$ cat src/rtl/ga20_sample_fetch_if.sv
// ga20_sample_fetch_if: GA20 sample-ROM read port bundled with the SDRAM line-fill handshake.
interface ga20_sample_fetch_if #(parameter int SDR_AW = 25);
    logic              sample_rd;
    logic [2:0]        sample_index;
    logic [19:0]       sample_addr;
    logic              sample_valid;
    logic [7:0]        sample_din;
    logic              sdr_req;
    logic [SDR_AW-1:0] sdr_addr;
    logic              sdr_rdy;
    logic [63:0]       sdr_data;
    modport master (
        output sample_rd, sample_index, sample_addr, sdr_rdy, sdr_data,
        input  sample_valid, sample_din, sdr_req, sdr_addr
    );
    modport slave (
        input  sample_rd, sample_index, sample_addr, sdr_rdy, sdr_data,
        output sample_valid, sample_din, sdr_req, sdr_addr
    );
endinterface

$ cat src/rtl/ga20_sample_fetch.sv
// ga20_sample_fetch: one 8-byte line per GA20 channel, refilled from SDRAM one line at a time.
// Define GA20_FETCH_STATS_EN to add saturating hit_count/miss_count outputs.
module ga20_sample_fetch #(
    parameter int                SDR_AW   = 25,
    parameter logic [SDR_AW-1:0] SDR_BASE = '0
) (
    input  logic               clk,
    input  logic               reset,
    ga20_sample_fetch_if.slave bus,
    input  logic               invalidate,
    output logic               busy
`ifdef GA20_FETCH_STATS_EN
    ,
    output logic [15:0]        hit_count,
    output logic [15:0]        miss_count
`endif
);
    typedef enum logic {IDLE, REQ} state_t;
    state_t      state, state_nx;
    logic [3:0]  valid;
    logic [16:0] tag [4];
    logic [63:0] data [4];
    logic [1:0]  ch, fch;
    logic [16:0] ftag;
    logic        fdrop;
    logic        hit, start, done;
    logic        unused_idx0;

    assign unused_idx0 = bus.sample_index[0];
    assign ch          = bus.sample_index[2:1];
    assign hit         = bus.sample_rd && valid[ch] && tag[ch] == bus.sample_addr[19:3];
    assign busy        = state == REQ;
    assign bus.sdr_req = state == REQ;

    always_comb begin
        state_nx = state;
        start    = 1'b0;
        done     = 1'b0;
        if (state == IDLE) begin
            start    = bus.sample_rd && !hit && !invalidate;
            state_nx = start ? REQ : IDLE;
        end else begin
            done     = bus.sdr_rdy;
            state_nx = done ? IDLE : REQ;
        end
    end

    always_ff @(posedge clk) begin
        if (reset) begin
            state            <= IDLE;
            valid            <= '0;
            for (int i = 0; i < 4; i++) tag[i] <= '0;
            bus.sample_valid <= 1'b0;
            bus.sample_din   <= '0;
            bus.sdr_addr     <= '0;
            fch              <= '0;
            ftag             <= '0;
            fdrop            <= 1'b0;
        end else begin
            state            <= state_nx;
            bus.sample_valid <= hit && !invalidate;
            if (hit && !invalidate) bus.sample_din <= data[ch][{bus.sample_addr[2:0], 3'b000} +: 8];
            if (start) begin
                fch          <= ch;
                ftag         <= bus.sample_addr[19:3];
                fdrop        <= 1'b0;
                bus.sdr_addr <= SDR_BASE + SDR_AW'({bus.sample_addr[19:3], 3'b000});
            end else if (invalidate) begin
                fdrop <= 1'b1;
            end
            if (done) tag[fch] <= ftag;
            // A fill invalidated while in flight still completes the handshake but stays invalid.
            if (invalidate) valid <= '0;
            else if (done && !fdrop) valid[fch] <= 1'b1;
        end
    end

    always_ff @(posedge clk) begin
        if (done) data[fch] <= bus.sdr_data;
    end

`ifdef GA20_FETCH_STATS_EN
    always_ff @(posedge clk) begin
        if (reset || invalidate) begin
            hit_count  <= '0;
            miss_count <= '0;
        end else if (bus.sample_rd) begin
            if (hit) hit_count <= (hit_count == 16'hFFFF) ? hit_count : hit_count + 16'd1;
            else miss_count <= (miss_count == 16'hFFFF) ? miss_count : miss_count + 16'd1;
        end
    end
`endif
endmodule

$ cat src/flat_wrapper.sv
// flat-port wrapper written by rule: the top's interface ports become plain ports
module ga20_sample_fetch_flat 
#(
    parameter int                SDR_AW   = 25,
    parameter logic [SDR_AW-1:0] SDR_BASE = '0
)
  (clk, reset, invalidate, busy, bus_sample_rd, bus_sample_index, bus_sample_addr, bus_sdr_rdy, bus_sdr_data, bus_sample_valid, bus_sample_din, bus_sdr_req, bus_sdr_addr);
  ga20_sample_fetch_if #(.SDR_AW(SDR_AW)) bus_i ();
  input  logic clk;
  input  logic reset;
  input  logic invalidate;
  output logic busy;
  input wire logic [$bits(bus_i.sample_rd)-1:0] bus_sample_rd;
  input wire logic [$bits(bus_i.sample_index)-1:0] bus_sample_index;
  input wire logic [$bits(bus_i.sample_addr)-1:0] bus_sample_addr;
  input wire logic [$bits(bus_i.sdr_rdy)-1:0] bus_sdr_rdy;
  input wire logic [$bits(bus_i.sdr_data)-1:0] bus_sdr_data;
  output wire logic [$bits(bus_i.sample_valid)-1:0] bus_sample_valid;
  output wire logic [$bits(bus_i.sample_din)-1:0] bus_sample_din;
  output wire logic [$bits(bus_i.sdr_req)-1:0] bus_sdr_req;
  output wire logic [$bits(bus_i.sdr_addr)-1:0] bus_sdr_addr;
  assign bus_i.sample_rd = bus_sample_rd;
  assign bus_i.sample_index = bus_sample_index;
  assign bus_i.sample_addr = bus_sample_addr;
  assign bus_i.sdr_rdy = bus_sdr_rdy;
  assign bus_i.sdr_data = bus_sdr_data;
  assign bus_sample_valid = bus_i.sample_valid;
  assign bus_sample_din = bus_i.sample_din;
  assign bus_sdr_req = bus_i.sdr_req;
  assign bus_sdr_addr = bus_i.sdr_addr;
  ga20_sample_fetch #(.SDR_AW(SDR_AW), .SDR_BASE(SDR_BASE)) u_core (.clk(clk), .reset(reset), .bus(bus_i), .invalidate(invalidate), .busy(busy));
endmodule
$ cat config.mk
export PLATFORM = sky130hd
export DESIGN_NAME = ga20_sample_fetch_flat
export DESIGN_NICKNAME = d
export VERILOG_FILES = /design/src/rtl/ga20_sample_fetch_if.sv /design/src/rtl/ga20_sample_fetch.sv /design/src/flat_wrapper.sv
export SDC_FILE = /design/constraint.sdc
export NUM_CORES = 1
export LEC_CHECK = 0
export ABC_AREA = 1
export BUFFER_PORTS_ARGS = -buffer_cell sky130_fd_sc_hd__buf_4
export CAP_MARGIN = 25
export CORE_MARGIN = 5
export CORE_UTILIZATION = 54
export DETAILED_ROUTE_END_ITERATION = 7
export GPL_ROUTABILITY_DRIVEN = 0
export PLACE_DENSITY = 0.75
export SYNTH_ARGS = -nofsm -noshare
export SYNTH_HDL_FRONTEND = slang
export SYNTH_SLANG_ARGS = --single-unit
export TNS_END_PERCENT = 20
$ cat constraint.sdc
create_clock -name clk -period 8.88 [get_ports clk]
set_clock_uncertainty 0.15 [all_clocks]
set_input_delay 1.776 -clock clk [delete_from_list [all_inputs] [get_ports clk]]
set_output_delay 1.776 -clock clk [all_outputs]
set_load 0.005 [all_outputs]
==> impl_metrics.yaml, run 1 <==
finish:
  drive_above_1_share_pct: 13.2
  fin_util_pct: 63.2
  area_growth_pct: 14.8
  fillers: 2101
  num-nets-final: 1512
  multi_input_area_um2: 3830
  register_area_um2: 10400
critical_path:
  cp.required_ns: 8.87
  critPathMaxStageDelay_ns: 0.99
  worstSetupPathType: "input port to flop"
  cp.buffers_inverters: 3
  crit_path_cell_trace: "buf_4 > nand2_1 > nor3_4 > buf_4 > clkinv_1 > nand2_1"
  cp_top_family: "buffers and inverters"
  worstPathArrival_ns: 4.94
  slowest_stage: "nand2_1"
  critPathCaptureType: "flop"
  critPathLaunchType: "input port"
  critPathMaxFanout: 65
floorplanning:
  start_util_pct: 55.0
  die-area_um2: 31000
  io_pins: 128
  core-area_um2: 27000
  num_rows: 60
  fp.dieW_um: 176
  die_h_um: 176
synthesis:
  ys_async_sr_fraction_pct: 0
  synth_cell_types: 26
  synth_top_area_share_pct: 65.4
  yosysTopAreaCell: "edfxtp_1"
  netlist_top_cells_area: "edfxtp_1 65%, nor2_1 6.2%, nand2_1 5.6%, dfxtp_1 4.6%, o21ai_0 4.4%"
  yosys-top-cells-count: "324 x edfxtp_1, 244 x nor2_1, 220 x nand2_1"
  synthesis.area_um2: 14900
  synth-main-ff-cell: "edfxtp_1"
  yosysWarnings: 0
  synthCells: 1331
  syn_avg_cell_area_um2: 11.2
  synth-seq-cells: 358
  yosysSeqAreaShare_pct: 70.0
  synth-edff-count: 324
  post-synth-top-count-cell: "edfxtp_1"
route:
  wl_per_cell_um: 19.7
  vias_per_cell: 5.78
  drtIter0Drc: 1094
  wl_mm: 35.2
  vias: 10300
  drt_pass1_iterations: 5
  drc: 0
  ant_nets: 0
worst_hold_path:
  hp-class: "flop to flop"
timing:
  setup_viol: 0
  post-route-min-period_ns: 4.95
  slew_headroom_pct: 28.3
  max_freq_mhz: 202
  fin_ws_ns: 3.93
  tns_ns: 0
  worstMarginPinSlew_ns: 1.08
  min_period_over_period_pct: 55.8
  slew_violations: 0
  rsz0062_at_grt: "no"
  finalHoldViolCount: 0
power_and_ir_drop:
  total_power_mw: 3.57
  combPwrFrac_pct: 7.2
  p_int_mw: 2.77
  p_sw_mw: 0.795
  p_seq_share_pct: 52.6
  vdd_drop_max_mv: 0.179
  clock_power_share_pct: 40.2
  p_per_area_nw_per_um2: 209
  p_sw_share_pct: 22.3
  total_leakage_power_nw: 6.24
placed_design:
  post-dp-hpwl_mm: 20.1
  place_ws_ns: 3.35
  portBuffers: 118
global_route:
  grt_pass1_vias: 10000
  grt_usage_pct: 22.4
  grt_pass1_wl_mm: 54.3
  antenna_found_initial: 5
  grt_overflow: 0
  grt_max_degree: 110
clocking:
  cts_root_buffer: "clkbuf_16"
  cts_made_buffers: 38
  insertion_delay_ns: 0.54
  cts_sinks: 358
  cts_buffer_depth: 3
  clk_pin_slew_ns: 0.05
  cts_tree: "done"
  htreeDepth: 2
  cts_resized: 0
  postCtsHoldBufs: 0
  post_cts_buffers: 0
run_status:
  status: "finished clean"
flow_run:
  max-cap-violations: 0
flip-flops by register name, indices dropped and copies added, names as in the netlist:
name and count:
u_core.bus.sample_din 8, u_core.fdrop 1, u_core.bus.sample_valid 1, u_core.data 256, u_core.valid 4, u_core.tag 68
u_core.fch 2, u_core.ftag 17, u_core.bus.sdr_req 1
final cells by class:
cell class	count	share of cell area, %
antenna	2	0.0293
clock buffer	52	5.88
clock inverter	14	0.652
inverter	61	1.36
multi-input combinational	826	22.4
sequential	358	61.0
tap	341	2.50
timing repair buffer	135	6.17
tightest hold or removal path, stage by stage, from the launching register on:
cell     delay [ns]
dfxtp_1        0.29
inv_1          0.06
a21oi_1        0.06
through the flow:
| stage | cell area (µm²) | cells | hold slack, ns |
|---|---|---|---|
| after global routing | 17100 | 1788 | 0.339 |
| final | 17100 | 1789 | 0.310 |
| after detailed placement | 15900 | 1719 | 0.307 |
| after CTS | 17000 | 1785 | 0.315 |
| after floorplan | 14900 | 1338 | 0.285 |
| after global placement | 15900 | 1719 | 0.296 |
layer usage:
layer  GRT usage [%]  wire length (µm)  up-vias
met1            30.1             14500     4928
met3            5.16              3120       82
met4            7.73               944        6
li1                -                 -     4869
met2            36.5             16600      460
met5               0                47        -
logic make-up after synthesis:
family / synth area share [%]
and+or+nand+nor: 16.2
DFF: 70.0
AOI/OAI and AO/OA: 9.04
buffers and inverters: 4.65
xor gates and xnor gates: 0.0589
other: 0.0252
path summary, 6_finish.rpt:
check                                start                        endpoint  slack, ns  cells past startpoint
min           u_core.valid[0]$_SDFFE_PP0P_    u_core.valid[0]$_SDFFE_PP0P_       0.31                      2
min reg2reg   u_core.valid[0]$_SDFFE_PP0P_    u_core.valid[0]$_SDFFE_PP0P_       0.31                      2
max reg2reg  u_core.bus.sdr_req$_SDFF_PP0_  u_core.tag[2][1]$_SDFFCE_PN0P_       4.79                      5
max                            bus_sdr_rdy  u_core.tag[2][1]$_SDFFCE_PN0P_       3.93                      6
power groups by stage:
stage | logic [mW] | clock network, mW | registers [mW]
2_1_floorplan | 0.149 | 0 | 1.91
4_1_cts | 0.254 | 1.46 | 1.88
5_1_grt | 0.285 | 1.53 | 1.88
3_3_place_gp | 0.245 | 0 | 1.91
3_5_place_dp | 0.253 | 0 | 1.91
6_report | 0.257 | 1.43 | 1.88
placed cells by master, fill, tap and decap left out:
cell       netlist  layout
edfxtp_1       324     324
nor2_1         244     243
nand2_1        220     220
buf_4           15     133
o21ai_0        130     129
nand3_1        106     106
o221ai_1        58      58
inv_1           58      57
clkbuf_16        0      38
dfxtp_1         34      34
a21oi_1         24      24
nor3_1          20      17
clkbuf_1        57      14
conb_1           1       8
clkinv_1         2       7
clkinv_2         0       5
o211ai_1         4       4
o21ai_1          2       3
o22ai_1          3       3
inv_6            0       3
diode_2          0       2
nor3_2           0       2
nand4_1          2       2
buf_16           0       2
nor2_4           0       1
nor3_4           0       1
inv_4            0       1
xor2_1           1       1
nor2_2           1       1
nand4_2          1       1
nor3b_2          0       1
a31oi_1          1       1
clkinv_8         0       1
bufinv_16        0       1
Note: power is estimated with default switching activity, not from simulation.
==> run 2, diff against run 1 <==
--- a/config.mk
+++ b/config.mk
@@ -5,7 +5,7 @@
 export SDC_FILE = /design/constraint.sdc
 export NUM_CORES = 1
 export LEC_CHECK = 0
-export ABC_AREA = 1
+export ABC_AREA = 0
 export BUFFER_PORTS_ARGS = -buffer_cell sky130_fd_sc_hd__buf_4
 export CAP_MARGIN = 25
 export CORE_MARGIN = 5
==> constraint.sdc (replaced) <==
create_clock -name clk -period 4.5 [get_ports clk]
set_clock_uncertainty 0.15 [all_clocks]
set_input_delay 0.9 -clock clk [delete_from_list [all_inputs] [get_ports clk]]
set_output_delay 0.9 -clock clk [all_outputs]
set_load 0.005 [all_outputs]
==> impl_metrics.yaml, run 2 <==
run_status:
  status: "finished clean"
clocking:
  cts_sinks: 358
  insertion_delay_ns: 0.54
  post_cts_buffers: 0
  cts_made_buffers: 37
  cts_tree: "done"
  clk_pin_slew_ns: 0.06
  cts_resized: 0
  postCtsHoldBufs: 0
  cts_buffer_depth: 3
  cts_root_buffer: "clkbuf_16"
  htreeDepth: 2
floorplanning:
  die_h_um: 175
  core-area_um2: 26900
  die-area_um2: 30600
  io_pins: 128
  fp.dieW_um: 175
  num_rows: 60
  start_util_pct: 54.6
power_and_ir_drop:
  total_power_mw: 7.08
  p_sw_mw: 1.51
  p_per_area_nw_per_um2: 417
  p_seq_share_pct: 52.2
  p_sw_share_pct: 21.3
  total_leakage_power_nw: 5.83
  combPwrFrac_pct: 6.3
  clock_power_share_pct: 41.5
  p_int_mw: 5.57
  vdd_drop_max_mv: 0.417
critical_path:
  cp.required_ns: 4.75
  worstPathArrival_ns: 3.59
  critPathMaxFanout: 37
  critPathLaunchType: "input port"
  critPathCaptureType: "flop"
  worstSetupPathType: "input port to flop"
route:
  wl_per_cell_um: 24.5
  drtIter0Drc: 776
  drt_pass1_iterations: 5
  drc: 0
  wl_mm: 32.1
  vias_per_cell: 6.20
  ant_nets: 0
  vias: 8139
global_route:
  grt_pass1_wl_mm: 50.1
  grt_usage_pct: 21.3
  grt_pass1_vias: 8565
  antenna_found_initial: 0
  grt_overflow: 0
  grt_max_degree: 65
synthesis:
  synth_cell_types: 48
  synthCells: 830
  post-synth-top-count-cell: "edfxtp_1"
  synth-main-ff-cell: "edfxtp_1"
  yosys-top-cells-count: "324 x edfxtp_1, 75 x mux4_2, 61 x nor2_1"
  ys_async_sr_fraction_pct: 0
  synth_top_area_share_pct: 66.3
  netlist_top_cells_area: "edfxtp_1 66%, mux4_2 12%, dfxtp_1 4.6%, mux2i_1 3.0%, nor2_1 1.6%"
  synth-seq-cells: 358
  synthesis.area_um2: 14700
  yosysSeqAreaShare_pct: 71.0
  syn_avg_cell_area_um2: 17.7
  yosysTopAreaCell: "edfxtp_1"
  synth-edff-count: 324
  yosysWarnings: 0
finish:
  drive_above_1_share_pct: 29.0
  num-nets-final: 1038
  final_common_cell: "edfxtp_1"
  largestRegisters: "u_core.data x256, u_core.tag x68, u_core.ftag x17"
  diodes: 0
  fin_util_pct: 63.1
  regMostFlops: "u_core.data"
  final_cell_mix: "324 x edfxtp_1, 132 x buf_4, 75 x mux4_2"
  register_area_um2: 10400
  largest_reg_flops: 256
  fillers: 1854
  multi_input_area_um2: 3850
  area_growth_pct: 15.7
  fin_cells: 1313
worst_hold_path:
  hp-class: "flop to flop"
placed_design:
  portBuffers: 118
  dp.cells: 1246
  post-dp-hpwl_mm: 19.9
timing:
  slew_violations: 0
  rsz0062_at_grt: "no"
  slew_headroom_pct: 36.0
  worstMarginPinSlew_ns: 0.961
  setup_viol: 0
  min_period_over_period_pct: 74.3
  post-route-min-period_ns: 3.34
  finalHoldViolCount: 0
  max_freq_mhz: 299
flow_run:
  max-cap-violations: 0
==> run 2: cell types whose count changed after synthesis, moves of 58 or more <==
cell / previous run / this run
nor2_1: 244 / 61
nand2_1: 220 / 39
o21ai_0: 130 / 3
nand3_1: 106 / 2
mux4_2: 0 / 75
o221ai_1: 58 / 0
==> run 2: worst paths after layout <==
| path | slack [ns] | start | to | cells past startpoint |
|---|---|---|---|---|
| setup / recovery | 1.16 | bus_sample_index[1] | u_core.ftag[4]$_SDFFE_PP0P_ | 8 |
| hold / removal | 0.32 | u_core.bus.sample_din[6]$_SDFFE_PP0P_ | u_core.bus.sample_din[6]$_SDFFE_PP0P_ | 2 |
| setup reg to reg | 1.70 | u_core.tag[2][7]$_SDFFCE_PN0P_ | u_core.ftag[4]$_SDFFE_PP0P_ | 7 |
| hold reg to reg | 0.32 | u_core.bus.sample_din[6]$_SDFFE_PP0P_ | u_core.bus.sample_din[6]$_SDFFE_PP0P_ | 2 |
==> run 2: cells by family after synthesis <==
kind of cell / synth area share [%]
and+or+nand+nor: 5.22
AOI/OAI and AO/OA: 4.96
muxes: 14.6
buffers and inverters: 3.03
other: 0.0256
xor gates and xnor gates: 1.19
DFF: 71.0
==> run 2: critical path, stage by stage <==
cell	delay (ns)
buf_6	0.39
mux4_2	0.59
xnor2_1	0.27
nand4_1	0.18
or3_1	0.38
buf_4	0.26
o311ai_0	0.45
a31oi_1	0.14
==> run 2: final cells by class <==
class,count,share of cell area [%]
Sequential cell,358,61.4
Clock buffer,53,6.00
Timing Repair Buffer,136,6.18
Clock inverter,12,0.819
Multi-Input combinational cell,394,22.7
Inverter,19,0.420
Tap cell,341,2.51
==> run 2: power groups by stage <==
stage | Combinational, mW | Sequential (mW) | Clock, mW
floorplan | 0.266 | 3.76 | 0
global placement | 0.437 | 3.76 | 0
detailed placement | 0.446 | 3.77 | 0
CTS | 0.448 | 3.70 | 2.98
global route | 0.482 | 3.70 | 3.12
finish | 0.446 | 3.70 | 2.93
==> run 2: stage by stage <==
step / TNS, ns / cell area [µm²] / hold slack [ns] / worst slack [ns]
after floorplan: -12.43 / 14700 / 0.282 / -0.366
after global placement: 0 / 15800 / 0.294 / 0.694
after detailed placement: 0 / 15800 / 0.304 / 0.631
after CTS: 0 / 16900 / 0.326 / 1.18
after global routing: 0 / 17000 / 0.338 / 0.935
final: 0 / 17000 / 0.323 / 1.16
==> run 2: layer usage <==
metal,wire length [µm],global-route usage [%]
met1,12500,28.4
met2,16600,36.3
met3,2560,4.74
met4,566,5.14
met5,0,0
==> run 3, diff against run 2 <==
==> constraint.sdc (replaced) <==
create_clock -name clk -period 2.85 [get_ports clk]
set_clock_uncertainty 0.15 [all_clocks]
set_input_delay 0.57 -clock clk [delete_from_list [all_inputs] [get_ports clk]]
set_output_delay 0.57 -clock clk [all_outputs]
set_load 0.005 [all_outputs]
==> impl_metrics.yaml, run 3 (synthesis gave the netlist of run 2 again) <==
power_and_ir_drop:
  p_int_mw: 8.81
  total_leakage_power_nw: 6.01
  vdd_drop_max_mv: 0.522
  combPwrFrac_pct: 6.8
  clock_power_share_pct: 41.0
  p_sw_share_pct: 21.2
  p_sw_mw: 2.37
  p_per_area_nw_per_um2: 646
  p_seq_share_pct: 52.2
placed_design:
  post-dp-hpwl_mm: 20.0
  portBuffers: 118
  post_dp_cell_area_um2: 16100
global_route:
  grt_pass1_vias: 8560
  antenna_found_initial: 0
  grt_overflow: 0
  grt_usage_pct: 21.3
  grt_pass1_wl_mm: 50.1
  grt_max_degree: 65
finish:
  largest_reg_flops: 256
  diodes: 0
  final_cell_mix: "324 x edfxtp_1, 145 x buf_4, 75 x mux4_2"
  final_common_cell: "edfxtp_1"
  drive_above_1_share_pct: 30.7
  area_growth_pct: 18.0
  largestRegisters: "u_core.data x256, u_core.tag x68, u_core.ftag x17"
  postLayoutCellArea_um2: 17300
  num-nets-final: 1062
  regMostFlops: "u_core.data"
flow_run:
  max-cap-violations: 0
clocking:
  insertion_delay_ns: 0.53
  cts_tree: "done"
  cts_buffer_depth: 3
  cts_made_buffers: 37
  cts_sinks: 358
  clk_pin_slew_ns: 0.06
  cts_resized: 0
  post_cts_buffers: 0
  cts_root_buffer: "clkbuf_16"
  postCtsHoldBufs: 0
  htreeDepth: 2
critical_path:
  slowest_stage: "mux4_2"
  worstPathArrival_ns: 2.91
  worstSetupPathType: "flop to flop"
  critPathMaxStageDelay_ns: 0.48
  critPathMaxFanout: 23
  cp.required_ns: 3.09
  critPathCaptureType: "flop"
  crit_path_cell_trace: "mux4_2 > xnor2_1 > nand4_1 > or3_1 > buf_12 > o311ai_0 > a31oi_1"
  critPathLaunchType: "flop"
timing:
  max_freq_mhz: 375
  hold_slack_ns: 0.0899
  finalHoldViolCount: 0
  slew_headroom_pct: 61.5
  tns_ns: 0
  setup_viol: 0
  worstMarginPinSlew_ns: 0.577
  post-route-min-period_ns: 2.67
  rsz0062_at_grt: "no"
  slew_violations: 0
  min_period_over_period_pct: 93.6
floorplanning:
  core-area_um2: 26900
  die_h_um: 175
  die-area_um2: 30600
  fp.dieW_um: 175
  start_util_pct: 54.6
  num_rows: 60
  io_pins: 128
route:
  drt_pass1_iterations: 5
  vias: 8154
  drtIter0Drc: 965
  drc: 0
  ant_nets: 0
  wl_mm: 32.4
  wl_per_cell_um: 24.2
  vias_per_cell: 6.09
worst_hold_path:
  hp-class: "input port to flop"
run_status:
  status: "finished clean"
[run 3: changes by cell type in the layout (fill, tap and decap cells not counted), sizes merged]
cell      change
buf          +24
clkinv        +7
clkinvlp      -2
clkbuf        -3
[run 3: path summary, 6_finish.rpt]
kind,from,endpoint,slack (ns),cells past startpoint
worst min register to register,u_core.bus.sample_din[7]$_SDFFE_PP0P_,u_core.bus.sample_din[7]$_SDFFE_PP0P_,0.31,2
worst min-delay path,bus_sdr_data[15],u_core.data[1][15]$_DFFE_PP_,0.09,1
worst max-delay path,u_core.tag[3][8]$_DFFE_PP_,u_core.ftag[0]$_SDFFE_PP0P_,0.18,7
worst max register to register,u_core.tag[3][8]$_DFFE_PP_,u_core.ftag[0]$_SDFFE_PP0P_,0.18,7
[run 3: cell type report]
class / count / area (µm²)
clock buffer: 50 / 996
timing repair buffer: 160 / 1380
fill: 1850 / 9570
inverter: 19 / 71.3
tap: 341 / 427
sequential: 358 / 10400
clock inverter: 17 / 158
multi-input combinational: 394 / 3860
[run 3: routing by layer]
layer / GRT usage (%) / wire length, µm / up-vias / share of wire [%]
met3: 5.08 / 2840 / 63 / 8.8
met2: 35.3 / 16300 / 407 / 50
met1: 28.4 / 12500 / 4098 / 39
met4: 6.12 / 788 / 0 / 2.4
met5: 0 / 0 / - / 0
li1: - / - / 3586 / -
[run 3: per-stage QoR]
stage	worst slack [ns]	power (mW)	utilization, %	cells
floorplan	-0.0767	6.36	-	837
global placement	-0.241	6.69	60.1	1272
detailed placement	-0.325	6.71	60.1	1272
CTS	0.179	11.2	64.4	1339
global route	0.0177	11.5	64.4	1339
finish	0.182	11.2	64.4	1339
[run 3: worst max-delay path: cells and delay by family (launching register included)]
family	cells	cell delay [ns]
simple gates	2	0.67
compound gates	2	0.49
mux	1	0.48
flops	1	0.36
buf+inv	1	0.19
xor+xnor	1	0.18
[run 3: power by group through the flow]
stage	combinational [mW]	clock, mW	sequential, mW
global route	0.813	4.89	5.84
CTS	0.765	4.63	5.84
detailed placement	0.760	0	5.95
floorplan	0.422	0	5.94
finish	0.760	4.58	5.84
global placement	0.743	0	5.94
